[src/rtl/main_decoder.sv]
// Main control decoder of the 4-bit CPU: opcode -> datapath strobes and ALU-op class,
// registered through one pipeline stage with stall and flush.
module main_decoder (
    input  logic       clk,
    input  logic       rst_n,
    input  logic [3:0] op,
    input  logic       op_valid,
    input  logic       stall,
    input  logic       flush,
    output logic       memread,
    output logic       memwrite,
    output logic       branch,
    output logic       alusrc,
    output logic       regdst,
    output logic       regwrite,
    output logic [1:0] aluop,
    output logic       jump,
    output logic       ctrl_valid,
    output logic       illegal
);

    localparam int unsigned OP_W    = 4;
    localparam int unsigned ALUOP_W = 2;

    localparam logic [OP_W-1:0] OP_RTYPE = OP_W'(4'b0000);
    localparam logic [OP_W-1:0] OP_ADDI  = OP_W'(4'b0001);
    localparam logic [OP_W-1:0] OP_LW    = OP_W'(4'b1000);
    localparam logic [OP_W-1:0] OP_SW    = OP_W'(4'b1010);
    localparam logic [OP_W-1:0] OP_BEQ   = OP_W'(4'b1100);
    localparam logic [OP_W-1:0] OP_J     = OP_W'(4'b1110);

    localparam logic [ALUOP_W-1:0] ALU_ADD   = ALUOP_W'(2'b00);
    localparam logic [ALUOP_W-1:0] ALU_SUB   = ALUOP_W'(2'b01);
    localparam logic [ALUOP_W-1:0] ALU_FUNCT = ALUOP_W'(2'b10);

    typedef struct packed {
        logic               regwrite;
        logic               regdst;
        logic               alusrc;
        logic               memread;
        logic               memwrite;
        logic               branch;
        logic               jump;
        logic [ALUOP_W-1:0] aluop;
        logic               ctrl_valid;
        logic               illegal;
    } ctrl_t;

    ctrl_t dec_c;
    ctrl_t nxt_c;
    ctrl_t ctrl_q;
    logic  legal_c;

    // Opcode lookup; case equality sends X/Z opcodes to the all-zero default.
    always_comb begin
        dec_c   = '0;
        legal_c = 1'b1;
        case (op)
            OP_RTYPE: begin
                dec_c.regwrite = 1'b1;
                dec_c.regdst   = 1'b1;
                dec_c.aluop    = ALU_FUNCT;
            end
            OP_ADDI: begin
                dec_c.regwrite = 1'b1;
                dec_c.alusrc   = 1'b1;
                dec_c.aluop    = ALU_ADD;
            end
            OP_LW: begin
                dec_c.regwrite = 1'b1;
                dec_c.alusrc   = 1'b1;
                dec_c.memread  = 1'b1;
                dec_c.aluop    = ALU_ADD;
            end
            OP_SW: begin
                dec_c.alusrc   = 1'b1;
                dec_c.memwrite = 1'b1;
                dec_c.aluop    = ALU_ADD;
            end
            OP_BEQ: begin
                dec_c.branch   = 1'b1;
                dec_c.aluop    = ALU_SUB;
            end
            OP_J: begin
                dec_c.jump     = 1'b1;
                dec_c.aluop    = ALU_ADD;
            end
            default: begin
                dec_c   = '0;
                legal_c = 1'b0;
            end
        endcase
    end

    // Qualify the decode with op_valid; invalid slots load a clean bubble.
    always_comb begin
        nxt_c = '0;
        if (op_valid) begin
            nxt_c            = dec_c;
            nxt_c.ctrl_valid = 1'b1;
            nxt_c.illegal    = ~legal_c;
        end
    end

    // Pipeline register: reset > flush > stall > load.
    always_ff @(posedge clk) begin
        if (!rst_n) begin
            ctrl_q <= '0;
        end else if (flush) begin
            ctrl_q <= '0;
        end else if (!stall) begin
            ctrl_q <= nxt_c;
        end
    end

    assign regwrite   = ctrl_q.regwrite;
    assign regdst     = ctrl_q.regdst;
    assign alusrc     = ctrl_q.alusrc;
    assign memread    = ctrl_q.memread;
    assign memwrite   = ctrl_q.memwrite;
    assign branch     = ctrl_q.branch;
    assign jump       = ctrl_q.jump;
    assign aluop      = ctrl_q.aluop;
    assign ctrl_valid = ctrl_q.ctrl_valid;
    assign illegal    = ctrl_q.illegal;

endmodule

[config.mk]
export PLATFORM = sky130hd
export DESIGN_NAME = main_decoder
export DESIGN_NICKNAME = d
export VERILOG_FILES = /design/src/rtl/main_decoder.sv
export SDC_FILE = /design/constraint.sdc
export NUM_CORES = 1
export LEC_CHECK = 0
export ABC_CLOCK_PERIOD_IN_PS = 900
export CAP_MARGIN = 20
export CORE_MARGIN = 1.5
export CORE_UTILIZATION = 30
export DETAILED_ROUTE_END_ITERATION = 16
export SYNTH_ARGS = -nofsm -noshare
export SYNTH_HDL_FRONTEND = slang
export SYNTH_SLANG_ARGS = --single-unit
[constraint.sdc]
create_clock -name clk -period 0.9 [get_ports clk]
set_input_delay 0.18 -clock clk [delete_from_list [all_inputs] [get_ports clk]]
set_output_delay 0.18 -clock clk [all_outputs]
set_load 0.01 [all_outputs]
* Word-level counts from Yosys, hierarchy flattened
Cells that the tools add are included.
** Word-level totals
- Logic and storage cells :: 32
- Output and inout port bits :: 11
- Flip-flop bits (word level) :: 11
- Input port bits :: 9
** Operators by class
- Reduce and logical (&&, ||, !) cells :: 5
- Muxes and demuxes :: 10
- Equal/unequal tests :: 5
- Bitwise logic cells :: 2
** Operator list (count)
- 4-bit == test (second input constant) :: 4
- 11-bit 2-to-1 mux :: 1
- 1-bit 2-to-1 mux :: 8
- 3-bit OR reduction :: 2
- 6-bit OR reduction :: 1
- 4-bit by 1-bit == test with 1-bit output (second input constant) :: 1
- 4-bit zero test :: 1
- 2-bit one-hot mux with 2 select lines :: 1
- 1-bit NOT :: 2
- 2-bit OR reduction :: 1

* Logic depth before layout (Yosys ltp)
- Depth in word-level cells :: 5
- Mapped depth :: 4
- Mapped depth without buffers :: 3

* Worst setup path before layout
Ideal clock, no wire load.
- Kind :: in2reg
- Start :: in flush
- End :: reg ctrl_q (netlist bit memread)
- Data arrival time :: 0.833 ns
- Library setup time :: 0.061 ns
- Buffers on the path :: 1
- Path slack :: 0.006 ns
- Cell stages on the path :: 4
- Required time :: 0.839 ns
- Path through :: nand2b_1 -> buf_2 -> nor4b_4 -> a32o_1
** Between the ends
- Cells in the longest elaborated chain, start to end :: 1
** RTL lines
- start: declaration :: RTL line 9 : input logic flush,
- 2-bit OR reduction (no source line)
- end signal: assignment :: RTL line 112 : ctrl_q <= nxt_c;
- end: declaration :: RTL line 51 : ctrl_t ctrl_q;
Every way passes these cells.
A chain may end at the register's enable or synchronous reset.

* Worst setup path in the final report
- Start :: reg ctrl_q (netlist bit aluop[1])
- End :: out aluop[1]
** RTL lines
- end: declaration :: RTL line 16 : output logic [1:0] aluop,
No word-level cell between the ends.

==> results.cfg <==
[cts]
cts_made_buffers = 3
htreeDepth = 1
clk_pin_slew_ns = 0.07
postCtsSetupBuffers = 0
cts-root-buf = clkbuf_4
cts_tree = yes
cts.sinks = 10
clk_path_buf_depth = 2
clock_latency_ns = 0.26

[critical_path]
crit_arrival_ns = 0.72
critPathSlowestCell = dfxtp_2
critPathMaxFanout = 3
path_cells = buf_6
crit_path_end_kind = output pin
path_buf_inv = 1
cpLargestDelayFamily = flip-flops
slowest_delay_ns = 0.35
start_kind = register
crit_required_ns = 0.72
crit_type = register to output pin

[die]
die_w_um = 40.7
ios = 20
dieArea_mm2 = 0.00166
fp.dieH_um = 40.7
rows = 13
initial_core_util_pct = 32.4
coreArea_mm2 = 0.00132

[drt]
dr.first_iter.drc_count = 7
firstDrtPassIters = 4
drc = 0
via_per_inst = 4.80
antenna_left = 0
vias = 413
routed_wl_um = 956
wl_per_cell_um = 11.1

[global_route]
grt_max_degree = 8
overflow = 0
first_global_vias = 345
grt_pass1_wl_mm = 1.47
grt_antenna_before_repair = 0
grt_util_all_layers_pct = 14.6

[layout]
area_growth_pct = 70.4
fin_area_um2 = 727
finalNetCount = 82
final_core_util_pct = 55.2
diodes = 0
drive_gt1_share_pct = 53.5

[placed_design]
post_dp_cell_area_um2 = 679
place_ws_ns = -0.496
place_congestion = 0.731
placement.io_buffers = 19

[outcome]
status = finished clean

[yosys]
syn-mean-instance-area_um2 = 9.70
yosys_warnings = 0
syn_inst = 44
synth_area_leader_cell = dfxtp_1
synth.top_cell.area_share_pct = 46.9
dominantRegCellSynth = dfxtp_1
syn_area_um2 = 427
synth.distinct_cells = 20
syn_nets = 53
synth_area_leaders = dfxtp_1, a21oi_1, a32o_1, nor4b_4, nand2_1
yosysMostFrequentCell = dfxtp_1
synth_edf_count = 0
ys_ff_latch = 10
synth_seq_area_share_pct = 46.9
async_flop_share_pct = 0
yosys-top-cells-count = dfxtp_1, a21oi_1, nand2_1

[timing]
worst_slew_pin_slew_ns = 0.274
clock_skew_ns = 0
min_period_over_period_pct = 99.5
hold_viol = 0
rsz0062_at_grt = true
slew_headroom_pct = 81.7
final_max_slew_viol_count = 0
setup_viol = 0
period_needed_ns = 0.896
tns_ns = 0
max_freq_mhz = 1120
layout_setup_ws_ns = 0.00423

[power]
power_uw = 877
power.leakage_uw = 0.000306
irDropWorstVdd_v = 0.000798
power_density_mw_per_mm2 = 1210

[run]
max_cap_viol_count = 0

[worst_hold_path]
min-delay-path-class = input port to register
[cells by family (layout without fill, tap and decap cells)]
family | count (synthesis) | in the layout | synth area share [%]
AOI/OAI and AO/OA | 11 | 11 | 17.3
buffers and inverters | 3 | 30 | 3.81
DFF | 10 | 10 | 46.9
and+or+nand+nor | 20 | 20 | 32.0
[worst paths after layout]
check / endpoint / from / slack (ns) / cells past startpoint
worst max register to register: aluop[1] / aluop[1] / 0.22 / 1
worst max-delay path: aluop[1] / aluop[1] / 0.004 / 1
worst min-delay path: regwrite / op[3] / 0.25 / 3
worst min register to register: illegal / illegal / 0.47 / 2
[routing by layer]
| layer | GRT usage [%] | vias to the layer above | part of all wire [%] | wire [um] |
|---|---|---|---|---|
| met4 | 7.50 | 0 | 0 | 0 |
| li1 | - | 217 | - | - |
| met5 | 0 | - | 0 | 0 |
| met2 | 20.6 | 11 | 50 | 478 |
| met1 | 17.4 | 185 | 45 | 426 |
| met3 | 8.15 | 0 | 5.3 | 51 |
[state kept, by name, indices dropped and copies added (netlist names)]
register    count
aluop           2
alusrc          1
branch          1
ctrl_valid      1
illegal         1
jump            1
memread         1
memwrite        1
regwrite        1
[what timing repair did]
action                                  in CTS  in global routing
hold buffers                                 0                  0
gates resized for setup                     67                 13
pin swaps                                    4                  1
hold endpoints to repair                     0                  0
endpoints found under the setup margin      21                 15
[layout by cell type (no fill, tap or decap), types with 2 or more instances in the layout]
cell type and instances:
clkbuf_2 2, a32o_1 3, clkbuf_4 3, buf_6 12
a21oi_1 6, nor2_1 3, nand2_1 6, nor2b_4 2
buf_4 7, nor3b_1 2, dlygate4sd2_1 6, dfxtp_2 10
[per-stage QoR]
| step | instances | hold WS, ns |
|---|---|---|
| 5_1_grt | 86 | 0.276 |
| 2_1_floorplan | 44 | 0.334 |
| 3_3_place_gp | 83 | 0.451 |
| 4_1_cts | 86 | 0.416 |
| 6_report | 86 | 0.249 |
| 3_5_place_dp | 83 | 0.454 |
[power breakdown]
group / switching (uW) / internal [uW] / leakage [uW] / total [uW]
Sequential: 3.00 / 447 / 0.0000858 / 450
Clock: 146 / 154 / 0.0000138 / 300
Combinational: 56.6 / 70.4 / 0.000206 / 127
Total: 206 / 672 / 0.000306 / 877
[cell type report]
| cell class | instances | area (um^2) |
|---|---|---|
| clock buffer | 3 | 22.5 |
| fill | 139 | 591 |
| sequential | 10 | 213 |
| tap | 15 | 18.8 |
| multi-input combinational | 31 | 223 |
| timing repair buffer | 27 | 250 |
Power figures use the tool's default switching activity.
==> RTL edit, RTL diff (same settings) <==
Make the reset (`rst_n`) asynchronous in one clocked block.
--- a/src/rtl/main_decoder.sv
+++ b/src/rtl/main_decoder.sv
@@ -103,7 +103,7 @@
     end
 
     // Pipeline register: reset > flush > stall > load.
-    always_ff @(posedge clk) begin
+    always_ff @(posedge clk or negedge rst_n) begin
         if (!rst_n) begin
             ctrl_q <= '0;
         end else if (flush) begin
Formal check against the unedited RTL: differs if rst_n is asserted again (counterexample within 4 cycles, from zero or initial values and one cycle with rst_n low); with rst_n held inactive, the same outputs for 10 cycles.
==> RTL edit against the unedited design <==
The run now ends with setup timing left; maximum frequency shrank 7.8%; power is 1.4% higher; core utilization is 0.45 points higher; non-clock buffer count is 8 higher; sequential cell count did not move; wire length up 19%; design area rose by 2.1%; setup slack got worse by 0.075 ns; synthesized area increased by 3.5%; sequential share of layout area grew 4.5 points.
==> RTL edit: results (changes against the unedited design) <==
- The filler cell count in the final layout is 132 (-5.0%).
- The number of antenna violations at the first check in global routing came to 0 (unchanged).
- After synthesis, the cell types taking the most area are dfrtp_1 57%, a32o_1 9.1%, a22o_1 4.0%.
- The flow ran to the end, but the final reports show violations.
- The cell with the largest stage delay on the worst path is dfrtp_1.
- The post-synth net total is 47 (-11%).
- The maximum level of the CTS H-tree came to 1 (unchanged).
- The worst hold path terminates at aluop[1].
- Tracing the worst setup path back leads to its startpoint at alusrc.
- The share of cells above drive strength 1 is 52.7% (-0.82 points).
- Among cell families on the critical path, the largest total delay comes from flip-flops.
- The smallest setup slack after layout was -0.0711 ns (-0.0753 ns).
- The final net count came to 85 (+3.7%).
- The worst-case register-to-register setup slack is -0.04 ns (-0.26 ns).
- The number of vias after detailed routing is 420 (+1.7%).
- The power per unit of standard cell area is 1200 nW/um^2 (-0.64%).
- The first-pass GRT wire length was 1800 microns (+23%).
- The total negative slack for setup checks is -0.595 ns (-0.595 ns).
- The register area share after synthesis is 56.7% (+9.7 points).
- The worst setup timing slack at the placement stage was -0.589 ns (-0.0931 ns).
- The highest fanout seen on the critical path is 2 (-1).
- The critical register-to-register path endpoint is regwrite.
- The cell depth of the worst flop-to-flop path came to 2 (+1).
- The final hold slack is 0.213 ns (-0.0353 ns).
- The combined global-route utilization of all metal layers is 17.3% (+2.7 points).
- Clock-pin slew was measured on the worst setup and hold paths at around 0.060 ns.
- Sorting the synthesized cells by how often they occur yields 10 x dfrtp_1, 4 x a32o_1, 3 x inv_1, 3 x nand2_1.
- The worst setup path endpoint is alusrc.
- The hold buffer count at cts is 0 (unchanged).
- The final number of setup-violating endpoints is 12 (+12).
- The HPWL after detailed placement is 869 microns.
- The reg-to-reg startpoint is regwrite.
- The antenna cell count is 0 (unchanged).
- The number of clock buffers inserted by TritonCTS is 3 (unchanged).
- The max-slew headroom at the worst pin came to 89.9% (+8.2 points).
- The placer congestion estimate is 0.749 (+2.4%).
- The static leakage power is 0.000403 uW (+32%).
- The largest vdd supply drop is 1.04 mV (+30%).
- The total length of routed wires is 1140 microns (+19%).
- The iteration count of the initial detailed-routing pass was 4 (unchanged).
- The count of routing violations after the opening detailed-route iteration is 4 (-3).
- The most common cell in the synthesized netlist is dfrtp_1.
- The data arrival time of the critical path is 0.79 ns (+0.07 ns).
- The fraction of registers with async set or reset after synthesis is 100% (+100 points).
- The library cell used as clock root buffer is clkbuf_4.
- The largest net degree at the start of global routing is 11 (+3).
- The worst stage delay on the critical path came to 0.39 ns (+0.04 ns).
- The start point of the worst hold path is op[0].
- The cell area after placement came to 734 sq um (+8.1%).
- The final reports fail on setup timing.
[RTL edit: cell count changes in the layout (fill, tap and decap cells not counted), moves of 3 or more]
cell and change:
dfxtp_2 -10, nand2_1 -3, inv_1 +3, dfrtp_1 +10, buf_2 +12, buf_6 -9, a21oi_1 -4, dlygate4sd2_1 -4
buf_4 +8
[RTL edit: cell type report]
type	instances	area share [%]
clock buffers	3	3.04
inverters	3	1.52
multi-input cells	23	25.6
flip-flops and latches	10	33.7
well taps	15	2.53
repair buffers	35	33.6
[RTL edit: timing repair]
| action | in CTS | in global routing |
|---|---|---|
| resized for setup | 67 | 2 |
| buffers inserted | 2 | 3 |
| setup endpoints to repair | 21 | 14 |
| pin swaps | 7 | 3 |
[RTL edit: where the power goes]
| part | leakage [uW] | internal, uW | switching, uW | total [uW] |
|---|---|---|---|---|
| Combinational | 0.000251 | 75.3 | 68.7 | 144 |
| Clock | 0.0000138 | 153 | 130 | 283 |
| Sequential | 0.000138 | 458 | 4.27 | 462 |
| Total | 0.000403 | 687 | 203 | 890 |
[RTL edit: per-layer routing]
layer	GRT usage (%)	share of wire, %	routed length, microns
met2	28.5	50	573
met1	19.2	43	495
met4	4.84	0	0
met5	0	0	0
met3	9.57	6.3	72
[RTL edit: logic make-up after synthesis]
kind of cell | after synthesis | share of synthesized area [%]
AOI/OAI and AO/OA | 11 | 21.5
buffers and inverters | 5 | 5.10
DFF | 10 | 56.7
and+or+nand+nor | 12 | 16.7
[RTL edit: through the flow]
stage / power (uW) / std cells
finish: 890 / 89
global route: 945 / 89
floorplan: 509 / 38
detailed placement: 618 / 82
global placement: 617 / 82
CTS: 900 / 86
